**src/rtl/pipe_stage_skid.sv**
```systemverilog
// pipe_stage_skid: parametrised inter-stage pipeline register with a valid/ready handshake.
// It holds up to two entries: a head (H) and a skid (S). Because of the skid entry, in_ready can
// be a registered signal and there is no combinational path from out_ready to in_ready. It also
// supports a synchronous flush, which inserts a bubble, and provides a dest-register hit output
// for the forwarding/hazard unit.
//
// Ports
//   clk, reset          rising-edge clock, synchronous active-high reset
//   flush               drop held entries and this cycle's input
//   in_valid/in_ready   upstream handshake (in_ready registered, low while reset held)
//   in_ctrl/rd/data     entry payload; data word k at [k*DATA_W +: DATA_W]
//   out_valid/out_ready downstream handshake on the head entry
//   out_ctrl/rd/data    head payload; out_ctrl forced to 0 when out_valid=0
//   hit_rd/hit          head will write hit_rd (combinational)
module pipe_stage_skid #(
    parameter int unsigned DATA_W    = 64,
    parameter int unsigned DATA_N    = 3,
    parameter int unsigned CTRL_W    = 4,
    parameter int unsigned RD_W      = 5,
    parameter int unsigned REGWR_BIT = 1,
    parameter int unsigned ZERO_REG  = 31
) (
    input  logic                     clk,
    input  logic                     reset,
    input  logic                     flush,
    input  logic                     in_valid,
    output logic                     in_ready,
    input  logic [CTRL_W-1:0]        in_ctrl,
    input  logic [RD_W-1:0]          in_rd,
    input  logic [DATA_N*DATA_W-1:0] in_data,
    output logic                     out_valid,
    input  logic                     out_ready,
    output logic [CTRL_W-1:0]        out_ctrl,
    output logic [RD_W-1:0]          out_rd,
    output logic [DATA_N*DATA_W-1:0] out_data,
    input  logic [RD_W-1:0]          hit_rd,
    output logic                     hit
);

    localparam int unsigned DW = DATA_N * DATA_W;

    typedef enum logic [1:0] {StEmpty, StOne, StTwo} state_e;

    state_e            state_q, state_d;
    logic              in_ready_q;
    logic [CTRL_W-1:0] h_ctrl_q, h_ctrl_d, s_ctrl_q, s_ctrl_d;
    logic [RD_W-1:0]   h_rd_q, h_rd_d, s_rd_q, s_rd_d;
    logic [DW-1:0]     h_data_q, h_data_d, s_data_q, s_data_d;
    logic              push, pop;

    // Registered ready, masked while reset is held so inputs are ignored during reset.
    assign in_ready  = in_ready_q & ~reset;
    assign out_valid = (state_q != StEmpty);
    assign push      = in_valid & in_ready & ~flush;
    assign pop       = out_valid & out_ready;

    always_comb begin
        state_d  = state_q;
        h_ctrl_d = h_ctrl_q;
        h_rd_d   = h_rd_q;
        h_data_d = h_data_q;
        s_ctrl_d = s_ctrl_q;
        s_rd_d   = s_rd_q;
        s_data_d = s_data_q;
        unique case (state_q)
            StEmpty: begin
                if (push) begin
                    state_d  = StOne;
                    h_ctrl_d = in_ctrl;
                    h_rd_d   = in_rd;
                    h_data_d = in_data;
                end
            end
            StOne: begin
                if (push && pop) begin
                    h_ctrl_d = in_ctrl;
                    h_rd_d   = in_rd;
                    h_data_d = in_data;
                end else if (push) begin
                    state_d  = StTwo;
                    s_ctrl_d = in_ctrl;
                    s_rd_d   = in_rd;
                    s_data_d = in_data;
                end else if (pop) begin
                    state_d = StEmpty;
                end
            end
            StTwo: begin
                // in_ready is low here, so only a pop can happen; S moves up to keep order.
                if (pop) begin
                    state_d  = StOne;
                    h_ctrl_d = s_ctrl_q;
                    h_rd_d   = s_rd_q;
                    h_data_d = s_data_q;
                end
            end
            default: state_d = StEmpty;
        endcase
        if (flush) begin
            state_d = StEmpty;
        end
    end

    always_ff @(posedge clk) begin
        if (reset) begin
            state_q    <= StEmpty;
            in_ready_q <= 1'b1;
            h_ctrl_q   <= '0;
            h_rd_q     <= '0;
            h_data_q   <= '0;
            s_ctrl_q   <= '0;
            s_rd_q     <= '0;
            s_data_q   <= '0;
        end else begin
            state_q    <= state_d;
            in_ready_q <= (state_d != StTwo);
            h_ctrl_q   <= h_ctrl_d;
            h_rd_q     <= h_rd_d;
            h_data_q   <= h_data_d;
            s_ctrl_q   <= s_ctrl_d;
            s_rd_q     <= s_rd_d;
            s_data_q   <= s_data_d;
        end
    end

    // Bubbles carry no control so they can never write memory, registers or flags.
    assign out_ctrl = out_valid ? h_ctrl_q : '0;
    assign out_rd   = h_rd_q;
    assign out_data = h_data_q;

    assign hit = out_valid & h_ctrl_q[REGWR_BIT] & (h_rd_q == hit_rd)
               & (h_rd_q != RD_W'(ZERO_REG));

endmodule
```
**config.mk**
```make
export PLATFORM = sky130hd
export DESIGN_NAME = pipe_stage_skid
export DESIGN_NICKNAME = d
export VERILOG_FILES = /design/src/rtl/pipe_stage_skid.sv
export SDC_FILE = /design/constraint.sdc
export NUM_CORES = 1
export LEC_CHECK = 0
export ABC_AREA = 1
export CAP_MARGIN = 20
export CORE_ASPECT_RATIO = 2
export CORE_MARGIN = 2
export CORE_UTILIZATION = 50
export DETAILED_ROUTE_END_ITERATION = 10
export GPL_ROUTABILITY_DRIVEN = 0
export HOLD_SLACK_MARGIN = 0.12
export PLACE_DENSITY_LB_ADDON = 0.1
export SLEW_MARGIN = 40
export SYNTH_ARGS = -nofsm -noshare
export SYNTH_HDL_FRONTEND = slang
export SYNTH_SLANG_ARGS = --single-unit
```
**constraint.sdc**
```tcl
create_clock -name clk -period 2.2 [get_ports clk]
set_input_delay 0.44 -clock clk [delete_from_list [all_inputs] [get_ports clk]]
set_output_delay 0.44 -clock clk [all_outputs]
set_load 0.005 [all_outputs]
```
==> results.md, run 1 <==
* Status: complete, no violations
* Skew final at 15.38 ps
* Final setup vio count at 0
* Hold Path Class: flip-flop to flip-flop
* WP data arrival at 1660 ps
* Die height at 273.0 um
* CP Cell Sequence: nor2_4 > inv_1 > nand2_2 > inv_1 > clkdlybuf4s50_1
* Drt wl/cell at 14.80 um
* Post-synth EDFFs at 0
* CP max stage delay at 430 ps
* Post-synth top cells: 817 x nand2_1, 811 x nor2_1, 405 x dfxtp_1
* Worst skew pair latency at 530 ps
* Synth warn at 0
* Detailed-route DRC error count at 0
* Setup ws final at 101.5 ps
* XOR/XNOR share of the synthesized area at 0.0009681
* PwrDens at 665.8 mW/mm^2
* Leak at 0.01122 uW
* Ys async rst share at 0
* Synth Area in Adders at 0
* Crit path time final at 2099 ps
* Residual antenna-violating net count after detailed routing at 0
* Synth area leaders: dfxtp_1 45%, nand2_1 17%, nor2_1 17%
* CTS Root Cell: clkbuf_16
* Clock-pin slew on the worst setup and hold paths at 70 ps
* Slew @ Worst Pin at 736.9 ps
* Layout Cells excl Fill at 3657
* Main combinational cell family by area after synthesis: simple AND/OR/NAND/NOR gates
* Slew Limit Headroom at 0.5087
* Grt ovf at 0
* Longest Clk Path Bufs at 3
* Compound-Gate Fraction of Synth Area at 0.05677
* Peak Freq at 476.5 MHz
* Vias per Instance at 5.011
* Die width at 138.5 um
* Tot GR Track Use at 0.2740
* Post-Syn Area per Cell at 6.322 sq um
* Critical path type: flip-flop to output port
* Mapped Cells at 2862
* Post-Synth Simple-Gate Area at 0.3972
* CTS Sinks at 405
* Req. time, crit path at 1760 ps
* Setup TNS at 0 ps
* Rows at 98
* Post-synth top flop: dfxtp_1
* Port buffer count at 414
* Synth Register Bits at 405
* Vias in the first global route at 17220
* Fin crit share at 0.9539
* Crit-path slowest cell: clkdlybuf4s50_1
* Fillers at 3226
* Initial antenna violation count at 9
* Share of the synthesized area in the top cell type at 0.4481
* Vias at 18330
* Nets at 3386
* Mux cell area share after synthesis at 0
* Die area at 0.03782 sq mm
* R2R Path Start: state_q[0]$_SDFF_PP0_
* Core outline area at 0.03568 sq mm
* Starting DRT DRC Count at 1070
* Most numerous cell in the Yosys netlist: nand2_1
* First-pass GRT wire length at 86520 um
* I/O pin cnt at 415
* Critical Path Start Type: flip-flop
* CTS tree: yes
* Multi-input logic area at 0.008258 sq mm
* Post-synthesis instance area at 0.01809 sq mm
* DP HPWL at 34810 um
* Largest net degree at the start of global routing at 118
* Overall power at 15930 uW
* Storage element area at 0.008113 sq mm
* Setup crit end kind: output port
* Post-placement setup slack at -26.30 ps
* WL final at 54130 um
* Worst Setup SP: state_q[0]$_SDFF_PP0_
* Crit path top cell by count: inv_1
* Pins Over Slew Limit at 0
* Layout cells sized above 1 at 0.04034
* Crit path max fanout at 4
* Post-CTS Hold Buffers at 0
* Post-synthesis cell type count at 22
* Fin util at 0.6707
* Leading area contributor after synthesis: dfxtp_1
* Worst vdd ir at 791.0 uV
* CTS H-tree depth at 2
* Max Cap Violations at 0
* Hold violation count in the final report at 0
* Inst Count DP at 3583
* Area growth from synthesis to layout at 32.26%
* Post-synthesis sequential area ratio at 0.4481
* Hold path startpoint: s_data_q[51]$_SDFFE_PP0P_
* 1st-pass router iterations at 5
* RSZ-0062 raised after global routing: no
* Cts bufs inserted at 37
* Initial Util at 0.5071
* Syn nets at 3073
-- what timing repair did --
action	in CTS	in global routing
setup buffers	1	2
pin swaps	0	1
gates resized for setup	2	3
endpoints found under the setup margin	2	2
-- per-stage QoR --
step	instance area (sq um)	hold slack [ps]
finish	23930	483.0
global route	23930	504.0
CTS	23890	487.4
detailed placement	22720	472.4
global placement	22690	463.2
floorplan	18090	455.0
-- worst max-delay path: cells and delay by family, from the launching register on --
kind / cells / cell delay [ps]
buf+inv: 3 / 560
flops: 1 / 330
simple gates: 2 / 230
-- where the power goes --
group / internal (uW) / switching, uW
Sequential: 7540 / 137
Clock: 3610 / 2790
Combinational: 997 / 860
Total: 12100 / 3790
-- layout make-up --
cell class	count	area share
multi-input combinational	2046	0.3450
sequential	405	0.3390
timing repair buffer	473	0.2090
clock buffer	49	0.04266
inverter	212	0.03398
tap	450	0.02353
clock inverter	13	0.005855
antenna	9	0.0009410
-- path summary, 6_finish.rpt --
check / to / slack, ps / depth (start not counted)
max: out_ctrl[1] / 100 / 5
min: s_data_q[51]$_SDFFE_PP0P_ / 480 / 2
max reg2reg: out_data[83]$_SDFFE_PP0P_ / 350 / 8
min reg2reg: s_data_q[51]$_SDFFE_PP0P_ / 480 / 2
-- registers in the layout, indices dropped and copies added, names as in the netlist --
register,flops
h_ctrl_q,4
in_ready_q,1
out_data,192
out_rd,5
s_ctrl_q,4
s_data_q,192
s_rd_q,5
state_q,2
-- kinds of logic (layout without fill, tap and decap cells) --
kind of cell | Yosys count | in the layout
flip-flops | 405 | 405
AO/OA/AOI/OAI | 205 | 205
XOR/XNOR | 2 | 2
other | 0 | 9
buffers and inverters | 411 | 747
AND/OR/NAND/NOR | 1839 | 1839
-- cells in the final DEF, fill, tap and decap left out, types with 2 or more instances in the layout --
cell / Yosys / routed
a21oi_1: 2 / 2
buf_12: 0 / 31
buf_4: 5 / 26
bufinv_16: 0 / 3
clkbuf_1: 89 / 7
clkbuf_16: 0 / 37
clkbuf_8: 0 / 5
clkdlybuf4s50_1: 0 / 411
clkinv_2: 0 / 10
dfxtp_1: 405 / 403
diode_2: 0 / 9
dlymetal6s2s_1: 0 / 2
inv_1: 208 / 207
inv_2: 3 / 2
inv_6: 0 / 2
nand2_1: 817 / 815
nand3_1: 204 / 204
nand3_4: 0 / 2
nor2_1: 811 / 811
nor2_2: 2 / 2
o21ai_0: 202 / 202
-- layer usage --
layer	part of all wire	GRT usage
met5	0	0
met2	0.50	0.4919
met1	0.39	0.3087
met3	0.063	0.05274
met4	0.045	0.1375
Power figures use the tool's default switching activity.
==> inputs of run 2 (changes only) <==
--- a/config.mk
+++ b/config.mk
@@ -11,10 +11,11 @@
 export CORE_MARGIN = 2
 export CORE_UTILIZATION = 50
 export DETAILED_ROUTE_END_ITERATION = 10
-export GPL_ROUTABILITY_DRIVEN = 0
+export GPL_ROUTABILITY_DRIVEN = 1
 export HOLD_SLACK_MARGIN = 0.12
+export MAX_ROUTING_LAYER = met4
 export PLACE_DENSITY_LB_ADDON = 0.1
-export SLEW_MARGIN = 40
+export SLEW_MARGIN = 20
 export SYNTH_ARGS = -nofsm -noshare
 export SYNTH_HDL_FRONTEND = slang
 export SYNTH_SLANG_ARGS = --single-unit
==> run 2 against run 1 <==
  * Via count increased by 0.46%
  * Fmax increased by 0.34%
  * Global-route usage increased by 0.94 points
  * Setup slack improved by 7.2 ps
  * Non-clock buffer count decreased by 8
  * Clock-buffer cell count increased by 7
  * First-iteration DRC count increased by 13%
  * Utilization about the same
==> results.md, run 2 (synthesis gave the netlist of run 1 again) <==
* Status: complete, no violations
* WP data arrival at 1650 ps
* Global Route met2 Usage at 0.4777
* Post-CTS Hold Buffers at 0
* First-pass GRT wire length at 86650 um
* CTS Root Cell: clkbuf_16
* Die width at 138.5 um
* Grt ovf at 0
* Pins Over Slew Limit at 0
* CTS tree: yes
* CP Cell Sequence: nor2_4 > inv_1 > clkdlybuf4s50_1
* Crit path max fanout at 5
* Sw frac at 0.2379
* Drt wl/cell at 14.96 um
* Setup TNS at 0 ps
* Hold violation count in the final report at 0
* 1st-pass router iterations at 5
* WL final at 54680 um
* Vias per Instance at 5.036
* Rows at 98
* Crit path time final at 2091 ps
* Share of power burned in registers at 0.467
* End of the worst register-to-register path: out_data[188]$_SDFFE_PP0P_
* Area growth from synthesis to layout at 32.18%
* Req. time, crit path at 1760 ps
* GRT busiest layer: met2
* I/O pin cnt at 415
* Slew @ Worst Pin at 760.3 ps
* Int Pwr at 12520 uW
* Met1 usage at 0.3185
* Hold path startpoint: s_rd_q[4]$_SDFFE_PP0P_
* Critical path type: flip-flop to output port
* Residual antenna-violating net count after detailed routing at 0
* Commonest non-fill, non-tap cell in the layout: nand2_1
* Largest net degree at the start of global routing at 153
* Clock-pin slew on the worst setup and hold paths at 60 ps
* Detailed-route DRC error count at 0
* Worst skew pair latency at 540 ps
* Vias in the first global route at 17280
* Fin util at 0.6703
* Hold_ws at 485.5 ps
* Tot GR Track Use at 0.2835
* Die height at 273.0 um
* Initial Util at 0.5071
* Skew final at 16.49 ps
* Hold Path Class: flip-flop to flip-flop
* Port buffer count at 414
* Peak Freq at 478.2 MHz
* Commonest non-fill, non-tap cells in the layout: 815 x nand2_1, 810 x nor2_1, 412 x clkdlybuf4s50_1
* RePlAce Congestion at 0.8884
* Hold Path End: s_rd_q[4]$_SDFFE_PP0P_
* Initial antenna violation count at 11
* R2R cell count at 8
* Overall power at 16430 uW
* RSZ-0062 raised after global routing: no
* Fillers at 3157
* Logic pwr share at 0.113
* CTS H-tree depth at 2
* Net Switching at 3907 uW
* Hold-critical path depth at 2
* Max Cap Violations at 0
* Fin crit share at 0.9506
* Layout cells sized above 1 at 0.04006
* PwrDens at 686.7 mW/mm^2
* R2R Path Start: state_q[1]$_SDFF_PP0_
* Routing usage on met3 at 0.04731
* Leak at 0.01116 uW
* Final setup vio count at 0
* Longest Clk Path Bufs at 3
* Die area at 0.03782 sq mm
* CP max stage delay at 520 ps
* Clock power share at 0.420
* Setup crit end kind: output port
* Core outline area at 0.03568 sq mm
* CTS Sinks at 405
* Post-DP Area at 0.02258 sq mm
* Cts bufs inserted at 37
* Vias at 18410
* Critical Path Start Type: flip-flop
* Worst vdd ir at 782.6 uV
* Final instance area at 0.02392 sq mm
* Starting DRT DRC Count at 1212
* DP HPWL at 34460 um
* Slew Limit Headroom at 0.4931
* Nets at 3378
* R2r setup slk at 450 ps
* Crit-path slowest cell: clkdlybuf4s50_1
-- run 2: changes by cell type in the layout (fill, tap and decap cells not counted), moves of 2 or more --
cell            previous run  this run
clkinv_2                  10         3
buf_12                    31        25
clkbuf_8                   5        11
clkbuf_16                 37        39
clkinvlp_4                 0         2
diode_2                    9        11
dlymetal6s2s_1             2         0
-- run 2: worst max path at each step --
stage | startpoint | to | slack, ps | cells past startpoint
3_5_place_dp | in_valid | out_data[155]$_SDFFE_PP0P_ | -20 | 10
2_1_floorplan | flush | out_data[100]$_SDFFE_PP0P_ | 780 | 8
5_1_grt | out_rd[1]$_SDFFE_PP0P_ | hit | 10 | 6
6_report | state_q[1]$_SDFF_PP0_ | out_valid | 110 | 3
3_3_place_gp | hit_rd[0] | hit | -60 | 6
4_1_cts | state_q[1]$_SDFF_PP0_ | hit | 80 | 7
-- run 2: area by class of cell --
class                   instances  area, sq um  share of cell area
clock inverters                11        153.9            0.006434
well taps                     450        563.0             0.02354
inverters                     212        813.3             0.03400
diodes                         11        27.53            0.001151
clock buffers                  56         1150             0.04807
repair buffers                465         4837              0.2022
flip-flops and latches        405         8113              0.3392
multi-input cells            2046         8260              0.3454
-- run 2: layer usage --
layer / part of all wire / vias to the layer above
li1: - / 9285
met1: 0.39 / 8354
met2: 0.49 / 637
met3: 0.065 / 136
met4: 0.054 / 0
met5: 0 / -
-- run 2: power groups by stage --
| stage | combinational [uW] | sequential [uW] | clock, uW |
|---|---|---|---|
| after detailed placement | 1840 | 7840 | 0 |
| after floorplan | 789 | 7820 | 0 |
| final | 1850 | 7680 | 6900 |
| after global routing | 2060 | 7690 | 7260 |
| after CTS | 1860 | 7680 | 7020 |
| after global placement | 1810 | 7840 | 0 |
-- run 2: critical path, delay by kind of cell, from the launching register on --
| family | cells | cell delay, ps |
|---|---|---|
| buf+inv | 2 | 610 |
| flops | 1 | 350 |
| simple gates | 1 | 160 |
-- run 2: timing repair --
item,CTS,global route
gates resized for setup,4,1
buffers inserted,1,0
setup endpoints to repair,2,1
-- run 2: metrics by stage --
stage,std cells,setup WS [ps]
finish,3656,108.7
detailed placement,3577,-24.92
global placement,3577,-58.05
global route,3656,9.650
CTS,3645,75.74
floorplan,2862,777.5
==> inputs of run 3 (changes only) <==
--- a/config.mk
+++ b/config.mk
@@ -10,11 +10,12 @@
 export CORE_ASPECT_RATIO = 2
 export CORE_MARGIN = 2
 export CORE_UTILIZATION = 50
+export CTS_BUF_LIST = sky130_fd_sc_hd__clkbuf_4
 export DETAILED_ROUTE_END_ITERATION = 10
 export GPL_ROUTABILITY_DRIVEN = 1
 export HOLD_SLACK_MARGIN = 0.12
 export MAX_ROUTING_LAYER = met4
-export PLACE_DENSITY_LB_ADDON = 0.1
+export PLACE_DENSITY = 0.8
 export SLEW_MARGIN = 20
 export SYNTH_ARGS = -nofsm -noshare
 export SYNTH_HDL_FRONTEND = slang
==> run 3 against run 2 <==
  * The flow now finishes with violations (negative setup slack)
  * First-iteration DRC count grew 5.6%
  * Utilization shrank 0.60 points
  * Non-clock buffer count shrank 8
  * Hold slack lost 170 ps
  * Total power shrank 5.9%
  * Fmax shrank 5.5%
  * Clock skew grew 17 ps
  * Clock-buffer cell count grew 78
  * Final area shrank 0.89%
  * Critical path depth grew 4
  * Clock power shrank 14%
  * Via count grew 2.6%
==> results.md, run 3 (synthesis gave the netlist of run 1 again) <==
* Nets at 3425
* WP data arrival at 1770 ps
* Initial Util at 0.5071
* Inst Count DP at 3570
* Global Route met2 Usage at 0.4798
* Status: finished, violations left
* PwrDens at 651.8 mW/mm^2
* Net Switching at 3924 uW
* 1st-pass router iterations at 5
* Initial antenna violation count at 10
* Largest net degree at the start of global routing at 138
* Clock-pin slew on the worst setup and hold paths at 70 ps
* Residual antenna-violating net count after detailed routing at 0
* Setup TNS at -11.96 ps
* Worst vdd ir at 528.0 uV
* Area growth from synthesis to layout at 31.01%
* Final setup vio count at 1
* Port buffer count at 414
* Drt wl/cell at 14.48 um
* Hold Path Class: primary input to flip-flop
* Hold violation count in the final report at 0
* Starting DRT DRC Count at 1280
* RSZ-0062 raised after global routing: yes
* Clock power share at 0.385
* Slew Limit Headroom at 0.5283
* I/O pin cnt at 415
* Vias at 18890
* CTS H-tree depth at 3
* Logic pwr share at 0.119
* Rows at 98
* CTS Root Cell: clkbuf_4
* RePlAce Congestion at 0.9034
* Die width at 138.5 um
* Crit path time final at 2212 ps
* Post-CTS Setup Bufs at 0
* CTS Sinks at 405
* Sw frac at 0.2540
* CTS tree: yes
* Die height at 273.0 um
* Max Cap Violations at 0
* Int Pwr at 11530 uW
* Commonest non-fill, non-tap cells in the layout: 815 x nand2_1, 811 x nor2_1, 399 x clkdlybuf4s50_1
* Overall power at 15450 uW
* Failing checks: negative setup slack
* Vias per Instance at 5.056
* Fillers at 3110
* Post-CTS Hold Buffers at 0
* Cts bufs inserted at 92
* Skew final at 33.07 ps
* Longest Clk Path Bufs at 3
* Met1 usage at 0.3192
* Setup crit end kind: output port
* WL final at 54100 um
* Slew @ Worst Pin at 707.6 ps
* Pins Over Slew Limit at 0
* Core outline area at 0.03568 sq mm
* Detailed-route DRC error count at 0
* Vias in the first global route at 17910
* Req. time, crit path at 1760 ps
* Fin util at 0.6644
* Layout cells sized above 1 at 0.06380
* Critical path type: flip-flop to output port
* Final instance area at 0.02371 sq mm
* Tot GR Track Use at 0.2851
* First-pass GRT wire length at 87170 um
* Leak at 0.01127 uW
* Peak Freq at 452.1 MHz
* Crit path max fanout at 2
* Worst skew pair latency at 780 ps
* Post-DP Area at 0.02250 sq mm
* Die area at 0.03782 sq mm
* Critical Path Start Type: flip-flop
* Share of power burned in registers at 0.496
* Grt ovf at 0
* DP HPWL at 34310 um
* GRT busiest layer: met2
* Setup ws final at -11.96 ps
* Fin crit share at 1.005
* Routing usage on met3 at 0.05975
* Commonest non-fill, non-tap cell in the layout: nand2_1
* Layout Cells excl Fill at 3737
## run 3: cell count changes in the layout (fill, tap and decap cells not counted), sizes merged, moves of 2 or more
cell	previous run	this run
clkbuf	56	134
clkdlybuf4s50	412	399
clkinv	5	18
buf	51	43
dlygate4sd2	2	7
clkdlybuf4s15	0	4
dlymetal6s2s	0	4
clkinvlp	2	0
## run 3: critical path, stage by stage (launching register included)
cell and delay [ps]:
dfxtp_4 370, nor2_4 50, inv_2 80, nand2_4 60, nor2_1 100, nand4_1 80
nor2_1 90, clkdlybuf4s15_2 210
## run 3: stage by stage
stage          hold slack (ps)  setup WS, ps
6_report                 313.5        -11.96
5_1_grt                  269.4        -116.0
4_1_cts                  225.5        -71.46
3_5_place_dp             472.1        -57.57
3_3_place_gp             463.2        -45.03
2_1_floorplan            455.0         777.5
## run 3: final timing paths
kind | to | slack, ps | depth (start not counted) | startpoint
setup / recovery | hit | -10 | 7 | state_q[1]$_SDFF_PP0_
hold / removal | s_data_q[169]$_SDFFE_PP0P_ | 310 | 3 | in_data[169]
setup reg to reg | out_data[75]$_SDFFE_PP0P_ | 200 | 7 | state_q[1]$_SDFF_PP0_
hold reg to reg | s_data_q[32]$_SDFFE_PP0P_ | 480 | 2 | s_data_q[32]$_SDFFE_PP0P_
## run 3: power groups by stage
| stage | logic [uW] | clock network [uW] | registers (uW) |
|---|---|---|---|
| floorplan | 789 | 0 | 7820 |
| global placement | 1790 | 0 | 7830 |
| detailed placement | 1830 | 0 | 7830 |
| CTS | 1840 | 6110 | 7670 |
| global route | 2040 | 6480 | 7680 |
| finish | 1830 | 5950 | 7670 |
## run 3: final cells by class
class / instances / area [sq um] / share of cell area
Multi-Input combinational cell: 2046 / 8263 / 0.3486
Sequential cell: 405 / 8127 / 0.3428
Clock inverter: 22 / 145.1 / 0.006123
Clock buffer: 134 / 1006 / 0.04244
Tap cell: 450 / 563.0 / 0.02375
Timing Repair Buffer: 457 / 4761 / 0.2008
Inverter: 212 / 813.3 / 0.03431
Antenna cell: 11 / 27.53 / 0.001161
## run 3: routing by layer
metal,vias up,routed length [um],share of wire
li1,9441,-,-
met1,8525,20920,0.39
met2,780,26370,0.49
met3,147,4329,0.080
met4,0,2473,0.046
met5,-,0,0
## run 3: what timing repair did
item / CTS / global route
resized for setup: 27 / 9
pin swaps: 1 / 0
endpoints found under the setup margin: 17 / 67
